`config.mk`:
```
export PLATFORM = sky130hd
export DESIGN_NAME = piso_serializer
export DESIGN_NICKNAME = d
export VERILOG_FILES = /design/src/rtl/piso_serializer.sv
export SDC_FILE = /design/constraint.sdc
export NUM_CORES = 1
export LEC_CHECK = 0
export CAP_MARGIN = 20
export CORE_MARGIN = 10
export CORE_UTILIZATION = 55
export DETAILED_ROUTE_END_ITERATION = 16
export DONT_BUFFER_PORTS = 1
export PLACE_DENSITY_LB_ADDON = 0.15
export SYNTH_ARGS = -nofsm -noshare
export SYNTH_HDL_FRONTEND = slang
export SYNTH_SLANG_ARGS = --single-unit
```
`constraint.sdc`:
```
create_clock -name clock -period 1.7 [get_ports clock]
set_clock_uncertainty 0.1 [all_clocks]
set_input_delay 0.51 -clock clock [delete_from_list [all_inputs] [get_ports clock]]
set_output_delay 0.51 -clock clock [all_outputs]
set_load 0.05 [all_outputs]
```
`src/rtl/piso_serializer.sv`:
```
// Parallel-in, serial-out transmitter with a one-word holding buffer so that
// consecutive words stream out without an idle cycle between them.
module piso_serializer #(
   parameter int unsigned WIDTH     = 8,
   parameter bit          MSB_FIRST = 1'b1
) (
   input  logic             clock,
   input  logic             clear,
   input  logic             load_valid,
   output logic             load_ready,
   input  logic [WIDTH-1:0] load_data,
   input  logic             shift_en,
   output logic             ser_out,
   output logic             ser_valid,
   output logic             ser_last,
   output logic             busy
);

   localparam int unsigned CW = $clog2(WIDTH);
   localparam logic [CW-1:0] CNT_LAST = CW'(WIDTH - 1);

   typedef enum logic {
      IDLE  = 1'b0,
      SHIFT = 1'b1
   } state_t;

   state_t           state, state_d;
   logic [WIDTH-1:0] sreg, sreg_d;
   logic [WIDTH-1:0] hold, hold_d;
   logic             hold_full, hold_full_d;
   logic [CW-1:0]    cnt, cnt_d;
   logic [WIDTH-1:0] sreg_shifted;

   // Move one place toward the output end, zero fill behind.
   assign sreg_shifted = MSB_FIRST ? {sreg[WIDTH-2:0], 1'b0}
                                   : {1'b0, sreg[WIDTH-1:1]};

   always_ff @(posedge clock or negedge clear) begin
      if (!clear) begin
         state     <= IDLE;
         sreg      <= '0;
         hold      <= '0;
         hold_full <= 1'b0;
         cnt       <= '0;
      end else begin
         state     <= state_d;
         sreg      <= sreg_d;
         hold      <= hold_d;
         hold_full <= hold_full_d;
         cnt       <= cnt_d;
      end
   end

   always_comb begin
      state_d     = state;
      sreg_d      = sreg;
      hold_d      = hold;
      hold_full_d = hold_full;
      cnt_d       = cnt;
      load_ready  = !hold_full;
      ser_valid   = 1'b0;
      ser_out     = 1'b0;
      ser_last    = 1'b0;

      case (state)
         IDLE: begin
            if (hold_full) begin
               sreg_d      = hold;
               hold_full_d = 1'b0;
               cnt_d       = '0;
               state_d     = SHIFT;
            end
         end
         SHIFT: begin
            ser_valid = 1'b1;
            ser_out   = MSB_FIRST ? sreg[WIDTH-1] : sreg[0];
            ser_last  = (cnt == CNT_LAST);
            if (shift_en) begin
               if (cnt != CNT_LAST) begin
                  sreg_d = sreg_shifted;
                  cnt_d  = cnt + CW'(1);
               end else if (hold_full) begin
                  sreg_d      = hold;
                  hold_full_d = 1'b0;
                  cnt_d       = '0;
               end else begin
                  sreg_d  = '0;
                  cnt_d   = '0;
                  state_d = IDLE;
               end
            end
         end
         default: state_d = IDLE;
      endcase

      // An accept never coincides with a hold-to-sreg transfer: one needs
      // hold_full low, the other needs it high.
      if (load_valid && !hold_full) begin
         hold_d      = load_data;
         hold_full_d = 1'b1;
      end

      busy = ser_valid || hold_full;
   end

endmodule
```
==> impl_results.md, run 1 <==
* Max Fanout on Critical Path at 2
* Final Hold Violating Endpoints at 0
* # diodes at 0
* Launching element type of the critical path: flip-flop
* Lkg Pwr at 0.620 nW
* Max_slew headroom at 0.377
* Fin. max-slew vios at 0
* GR Overflow Total at 0
* RSZ-0062 raised after global routing: yes
* Port buffer count at 0
* Hold endpoint: hold[6]
* CTS Buffer Depth at 2
* Tot GR Track Use at 0.102
* Vias at 691
* Layout cells sized above 1 at 0.402
* Avg Cell Area, Syn at 12.3 µm²
* CP max-delay cell: dfrtp_1
* Vias per cell at 5.44
* Worst setup margin at -0.189 ns
* Ports at 17
* Seq/Total Area, Yosys at 0.502
* Status: complete, but fails checks
* Async SR Flop Fraction at 1.00
* Hold Path Cell Cnt at 1
* Commonest cells in the netlist: 21 x dfrtp_1, 12 x nand2_1, 11 x mux2i_1
* Die height at 63.6 µm
* Die footprint at 0.00405 mm²
* R2R setup slack at -0.07 ns
* Unique masters post-synth at 20
* Initial DRC Count at 25
* Ys flop type: dfrtp_1
* Worst Path Required at 1.09 ns
* DP Worst Slack at 0.0313 ns
* Post-Route WL at 1.92 mm
* First-pass GRT wire length at 3.47 mm
* Largest net degree at the start of global routing at 22
* H-Tree Level Count at 1
* Final worst path period need at 1.89 ns
* Yosys reg bits at 21
* Reg2reg end: sreg[6]
* Cts bufs inserted at 3
* Worst Tran Pin Value at 0.931 ns
* Vias in the first global route at 729
* Area growth syn-to-layout at 20.7%
* Worst setup startpoint: cnt[0]
* Sinks on the clock net at 21
* Most numerous cell in the Yosys netlist: dfrtp_1
* HP Start: load_data[6]
* Clk Latency, worst-skew pair at 0.30 ns
* CP Class: flip-flop to output pin
* Routed len/inst at 15.1 µm
* # fillers at 146
* Max Clk Rate at 0.529 GHz
* Arr. time, crit path at 1.28 ns
* Drt drc at 0
* Cells after Synth at 85
* EDFF count, synth at 0
* Root Buffer: clkbuf_4
* Routed Antenna Nets at 0
* DP HPWL at 1.28 mm
* Synth warn at 0
* Mapped Nets at 100
* Reg-to-reg startpoint: cnt[0]
* Post-route clock period utilization at 1.11
* Site Rows at 15
* Area leader, netlist: dfrtp_1
* Max-cap viol count at 0
* Pre-antenna DRT Iters at 4
* TritonCTS clock tree: built
* Area contributors post-synth: dfrtp_1 50%, mux2_4 11%, mux2i_1 11%
* Initial Util at 0.594
* Synth Cell Area at 0.00105 mm²
* Core ar. at 0.00176 mm²
* Worst vdd ir at 1.09 mV
* Routability cong. at 0.735
* Die width at 63.6 µm
* PD cells at 1720 mW/mm²
* Worst hold-check path type: primary input to flip-flop
* Setup violators final at 8
* Critical-path cell list: ha_2, ha_4, and2_4
* Hold Slack at 0.249 ns
* R2R depth at 8
* Clk slew on worst S/H paths at 0.11 ns
* Share of the synthesized area in the top cell type at 0.502
* Failing checks: setup timing
* Initial antenna violation count at 0
* Nets at 118
* Largest stage delay on the critical path at 0.41 ns
* Crit end category: output pin
-- area by class of cell --
class	instances	area, µm²	share of cell area
multi-input combinational	57	500	0.396
sequential	21	528	0.418
timing repair buffer	17	163	0.129
tap	25	31.3	0.0248
clock buffer	3	22.5	0.0178
inverter	3	13.8	0.0109
clock inverter	1	5.00	0.00396
-- power breakdown --
| group | internal [mW] | switching (mW) | total, mW | leakage, nW |
|---|---|---|---|---|
| Combinational | 0.596 | 0.472 | 1.07 | 0.347 |
| Sequential | 0.724 | 0.152 | 0.876 | 0.255 |
| Clock | 0.0875 | 0.146 | 0.234 | 0.0177 |
| Total | 1.41 | 0.770 | 2.18 | 0.620 |
-- timing repair --
| action | 4_1_cts | 5_1_grt |
|---|---|---|
| pin swaps | 1 | 5 |
| buffers inserted | 6 | 4 |
| hold buffers | 1 | 0 |
| resized for setup | 7 | 4 |
| endpoints found under the hold margin | 21 | 0 |
| endpoints found under the setup margin | 4 | 7 |
| cloned | 0 | 0 |
-- worst max path at each step --
stage,end,slack (ns),depth (start not counted)
floorplan,ser_last,0.04,3
global placement,ser_last,0.06,3
detailed placement,ser_last,0.03,3
CTS,ser_last,-0.18,3
global route,ser_last,-0.24,3
finish,ser_last,-0.19,3
-- worst max-delay path: cells and delay by family (launching register included) --
family | cells | cell delay, ns
flops | 1 | 0.41
fa+ha+maj | 2 | 0.37
simple gates | 1 | 0.21
-- cell families after synthesis --
family	count (synthesis)	share of synthesized area
DFF	21	0.502
and+or+nand+nor	20	0.0968
muxes	19	0.220
AOI/OAI and AO/OA	15	0.0956
buffers and inverters	7	0.0502
adders and majority gates	3	0.0358
-- placed cells by master, fill, tap and decap left out, drive strengths merged, types with 2 or more instances in the layout --
master and instances:
o21ai 11, mux2 8, buf 16, nand2 12, dfrtp 21, nor2b 2
ha 3, nor2 2, inv 3, clkbuf 3, and2 3, mux2i 11
-- state kept, by name (all words and copies together), names as in the netlist --
register and count:
cnt 3, sreg 8, hold 8, state 1
hold_full 1
-- metrics by stage --
step           area, µm²  total power [mW]   util  instances  setup TNS (ns)
2_1_floorplan       1050              1.56      -         85               0
3_3_place_gp        1110              1.73  0.630        112               0
3_5_place_dp        1110              1.75  0.630        112               0
4_1_cts             1220              2.12  0.691        123          -0.183
5_1_grt             1260              2.35  0.716        127          -0.949
6_report            1260              2.18  0.716        127          -0.487
-- layer usage --
layer	global-route usage	share of wire	vias to the layer above
li1	-	-	329
met1	0.136	0.49	345
met2	0.155	0.46	15
met3	0.0265	0.043	2
met4	0.0355	0.0026	0
met5	0	0	-
(Power assumes the default switching activity.)
==> run 2, diff against run 1 <==
Settings changed: CORE_UTILIZATION 55 to 54, RECOVER_POWER set to 25.
Clock period 1.7 ns to 1.68 ns, I/O delays scaled along.
==> impl_results.md, run 2 (synthesis results as in run 1) <==
* First-pass GRT wire length at 3.45 mm
* Layout cells sized above 1 at 0.374
* Post-route clock period utilization at 1.12
* Die width at 64.0 µm
* Routed Antenna Nets at 0
* Logic gate share of total power at 0.479
* Non-filler cells, final at 124
* Sinks on the clock net at 21
* CTS Buffer Depth at 2
* Ports at 17
* Delay-heaviest family, CP: flip-flops
* Tot GR Track Use at 0.105
* PD cells at 1780 mW/mm²
* Worst hold-check path type: primary input to flip-flop
* Sw power at 0.792 mW
* Int Pwr at 1.41 mW
* CP Buf/Inv Count at 0
* Worst vdd ir at 0.940 mV
* TritonCTS clock tree: built
* Max-cap viol count at 0
* Site Rows at 15
* Placed insts at 112
* Setup violators final at 1
* Failing checks: setup timing
* CP Class: flip-flop to output pin
* Routing usage on met2 at 0.165
* GR Overflow Total at 0
* Pre-antenna DRT Iters at 3
* Vias in the first global route at 765
* Nets at 115
* Routed len/inst at 15.3 µm
* Initial DRC Count at 51
* Die footprint at 0.00410 mm²
* Final worst path period need at 1.88 ns
* Max Clk Rate at 0.532 GHz
* Initial antenna violation count at 0
* Cts bufs inserted at 3
* Routability cong. at 0.728
* Met1 usage at 0.122
* Max Fanout on Critical Path at 2
* # fillers at 124
* Final Total Pwr at 2.20 mW
* Worst Tran Pin Value at 1.10 ns
* Core ar. at 0.00178 mm²
* Hold Slack at 0.229 ns
* Area growth syn-to-layout at 18.4%
* Largest net degree at the start of global routing at 22
* Initial Util at 0.587
* Die height at 64.0 µm
* Worst Path Required at 1.08 ns
* Worst setup margin at -0.200 ns
* Crit end category: output pin
* Area of the multi-input gates at 507 µm²
* Lkg Pwr at 0.604 nW
* Vias per cell at 5.42
* Global route hottest layer: met2
* Top flop regs: hold (8), sreg (8), cnt (3)
* Sequential Power Share at 0.406
* Root Buffer: clkbuf_4
* Most common cell after layout, fill and taps aside: dfrtp_1
* Status: complete, but fails checks
* H-Tree Level Count at 1
* Drt drc at 0
* DP Worst Slack at 0.0264 ns
* DP HPWL at 1.35 mm
* Arr. time, crit path at 1.28 ns
* Final Hold Violating Endpoints at 0
* Port buffer count at 0
* Crit path top cell by count: ha_4
* Met3 Usage GRT at 0.0418
* Launching element type of the critical path: flip-flop
* Fin. max-slew vios at 0
* RSZ-0062 raised after global routing: yes
* Most frequent cells in the layout: 19 x dfrtp_1, 12 x nand2_1, 11 x mux2i_1
* # diodes at 0
* Post-Route WL at 1.89 mm
* Max_slew headroom at 0.268
* Largest stage delay on the critical path at 0.43 ns
* Vias at 672
* Clk Latency, worst-skew pair at 0.31 ns
* Clk slew on worst S/H paths at 0.12 ns
* CP max-delay cell: dfrtp_1
* Reg area at 528 µm²
* Sw frac at 0.360
* Clock power frac at 0.115
* Critical-path cell list: ha_4, ha_4, and2_4
## run 2: layout make-up
class / count / area share
Inverter: 3 / 0.0111
Timing Repair Buffer: 14 / 0.105
Clock buffer: 3 / 0.0182
Sequential cell: 21 / 0.426
Multi-Input combinational cell: 57 / 0.409
Clock inverter: 1 / 0.00605
Tap cell: 25 / 0.0252
## run 2: power by group through the flow
stage	Combinational, mW	Sequential [mW]	Clock (mW)
final	1.05	0.894	0.254
after global routing	1.16	0.935	0.291
after CTS	1.01	0.885	0.263
after detailed placement	0.879	0.902	0
after global placement	0.861	0.892	0
after floorplan	0.717	0.865	0
## run 2: final timing paths
check,to,slack [ns],start,cells past startpoint
worst max-delay path,ser_last,-0.20,cnt[0],3
worst min-delay path,hold[3],0.23,load_data[3],1
worst max register to register,sreg[7],0.05,cnt[0],7
worst min register to register,sreg[7],0.40,sreg[7],2
max in group asynchronous,hold_full,0.49,clear,1
min in group asynchronous,hold[5],0.26,clear,1
## run 2: stage by stage
step	utilization	instance area (µm²)	TNS (ns)
floorplan	-	1050	0
global placement	0.624	1110	0
detailed placement	0.624	1110	0
CTS	0.683	1220	-0.210
global route	0.695	1240	-0.289
finish	0.695	1240	-0.200
## run 2: worst register-to-register path: cells and delay by family, from the launching register on
family          cells  cell delay (ns)
flops               1             0.43
simple gates        1             0.12
buf+inv             2             0.27
fa+ha+maj           2             0.33
compound gates      1             0.07
mux                 1             0.20
## run 2: routing by layer
layer | share of wire | vias up
li1 | - | 323
met1 | 0.45 | 332
met2 | 0.47 | 13
met3 | 0.064 | 4
met4 | 0.012 | 0
met5 | 0 | -
## run 2: timing repair
| item | CTS | global route |
|---|---|---|
| hold buffers | 1 | 0 |
| buffers inserted | 5 | 2 |
| pin swaps | 2 | 1 |
| hold endpoints to repair | 21 | 0 |
| gates resized for setup | 8 | 3 |
| endpoints found under the setup margin | 4 | 9 |
==> run 3, diff against run 2 <==
Settings changed: CAP_MARGIN 20 to unset, GPL_TIMING_DRIVEN set to 0.
==> impl_results.md, run 3 (synthesis results as in run 1) <==
* Sinks on the clock net at 21
* Die height at 64.0 µm
* Fin area at 0.00122 mm²
* Worst setup startpoint: cnt[0]
* Die footprint at 0.00410 mm²
* Area of the multi-input gates at 500 µm²
* Initial Util at 0.587
* Max Fanout on Critical Path at 2
* Worst Path Required at 1.08 ns
* Logic gate share of total power at 0.463
* Clk slew on worst S/H paths at 0.13 ns
* Vias in the first global route at 659
* R2R depth at 7
* TritonCTS clock tree: built
* Die width at 64.0 µm
* Largest net degree at the start of global routing at 22
* Worst Tran Pin Value at 0.894 ns
* Crit end category: output pin
* # diodes at 0
* Final setup TNS at -0.585 ns
* Fin. max-slew vios at 0
* Sw power at 0.788 mW
* Most frequent cells in the layout: 19 x dfrtp_1, 12 x nand2_1, 10 x mux2i_1
* Ports at 17
* Port buffer count at 0
* Sequential Power Share at 0.420
* Layout cells sized above 1 at 0.388
* Reg area at 528 µm²
* Reg-to-reg startpoint: cnt[0]
* Initial antenna violation count at 0
* First-pass GRT wire length at 3.24 mm
* Lkg Pwr at 0.583 nW
* Initial DRC Count at 21
* Core ar. at 0.00178 mm²
* Hold Slack at 0.227 ns
* Vias at 665
* Failing checks: setup timing
* Top flop regs: hold (8), sreg (8), cnt (3)
* GR Overflow Total at 0
* Final Hold Violating Endpoints at 0
* Nets at 114
* Status: complete, but fails checks
* Worst hold-check path type: primary input to flip-flop
* Clk Latency, worst-skew pair at 0.31 ns
* Sw frac at 0.368
* Most common cell after layout, fill and taps aside: dfrtp_1
* Root Buffer: clkbuf_4
* CP Class: flip-flop to output pin
* # fillers at 132
* Worst setup margin at -0.214 ns
* Drt drc at 0
* Worst setup path endpoint: ser_last
* DP Area at 0.00108 mm²
* Final worst path period need at 1.89 ns
* Worst vdd ir at 1.02 mV
* Reg2reg end: sreg[5]
* Max-cap viol count at 0
* Vias per cell at 5.41
* Routability cong. at 0.731
* Tot GR Track Use at 0.0995
* R2R setup slack at -0.01 ns
* Site Rows at 15
* Launching element type of the critical path: flip-flop
* Post-Route WL at 1.90 mm
* Pre-antenna DRT Iters at 4
* Clock power frac at 0.117
* Max_slew headroom at 0.402
* Cts bufs inserted at 3
* Arr. time, crit path at 1.29 ns
* CTS Buffer Depth at 2
* Max Clk Rate at 0.528 GHz
* PD cells at 1750 mW/mm²
* Setup violators final at 4
* RSZ-0062 raised after global routing: yes
* DP HPWL at 1.30 mm
* Routed Antenna Nets at 0
* H-Tree Level Count at 1
* Post-route clock period utilization at 1.13
* Int Pwr at 1.35 mW
* Routed len/inst at 15.4 µm
* Area growth syn-to-layout at 16.7%
[run 3: worst min path at each step]
stage	slack (ns)	from	endpoint	cells past startpoint
2_1_floorplan	0.11	clear	cnt[0]	0
3_3_place_gp	0.11	clear	sreg[5]	0
3_5_place_dp	0.11	clear	sreg[5]	0
4_1_cts	0.22	load_data[3]	hold[3]	1
5_1_grt	0.19	load_data[2]	hold[2]	1
6_report	0.23	load_data[3]	hold[3]	1
[run 3: layout make-up]
| cell class | instances | share of cell area |
|---|---|---|
| well taps | 25 | 0.0256 |
| clock inverters | 1 | 0.00614 |
| multi-input cells | 57 | 0.409 |
| plain buffers | 4 | 0.0368 |
| clock buffers | 3 | 0.0184 |
| flip-flops and latches | 21 | 0.432 |
| repair buffers | 9 | 0.0573 |
| inverters | 3 | 0.0143 |
[run 3: power by group through the flow]
stage / sequential, mW / combinational [mW] / clock [mW]
CTS: 0.897 / 0.944 / 0.253
detailed placement: 0.912 / 0.804 / 0
floorplan: 0.865 / 0.717 / 0
global placement: 0.899 / 0.778 / 0
finish: 0.899 / 0.991 / 0.250
global route: 0.935 / 1.07 / 0.287
[run 3: layer usage]
| metal | part of all wire | global-route usage |
|---|---|---|
| met3 | 0.071 | 0.0557 |
| met2 | 0.47 | 0.154 |
| met1 | 0.45 | 0.116 |
| met4 | 0.0084 | 0.0246 |
| met5 | 0 | 0 |
[run 3: critical path: stages (launching register included)]
cell and delay [ns]:
dfrtp_1 0.40, ha_2 0.22, ha_4 0.17, and2_4 0.19
[run 3: through the flow]
| stage | power [mW] | std cells | setup WS, ns | util |
|---|---|---|---|---|
| finish | 2.14 | 123 | -0.214 | 0.686 |
| floorplan | 1.58 | 85 | 0.0307 | - |
| detailed placement | 1.72 | 110 | -0.0526 | 0.608 |
| global placement | 1.68 | 110 | -0.0403 | 0.608 |
| global route | 2.29 | 123 | -0.272 | 0.686 |
| CTS | 2.09 | 120 | -0.205 | 0.671 |
[run 3: repair_timing]
| item | 4_1_cts | 5_1_grt |
|---|---|---|
| hold endpoints to repair | 21 | 0 |
| hold buffers | 1 | 0 |
| setup endpoints to repair | 4 | 11 |
| setup buffers | 5 | 4 |
| pin swaps | 3 | 4 |
| resized for setup | 10 | 1 |
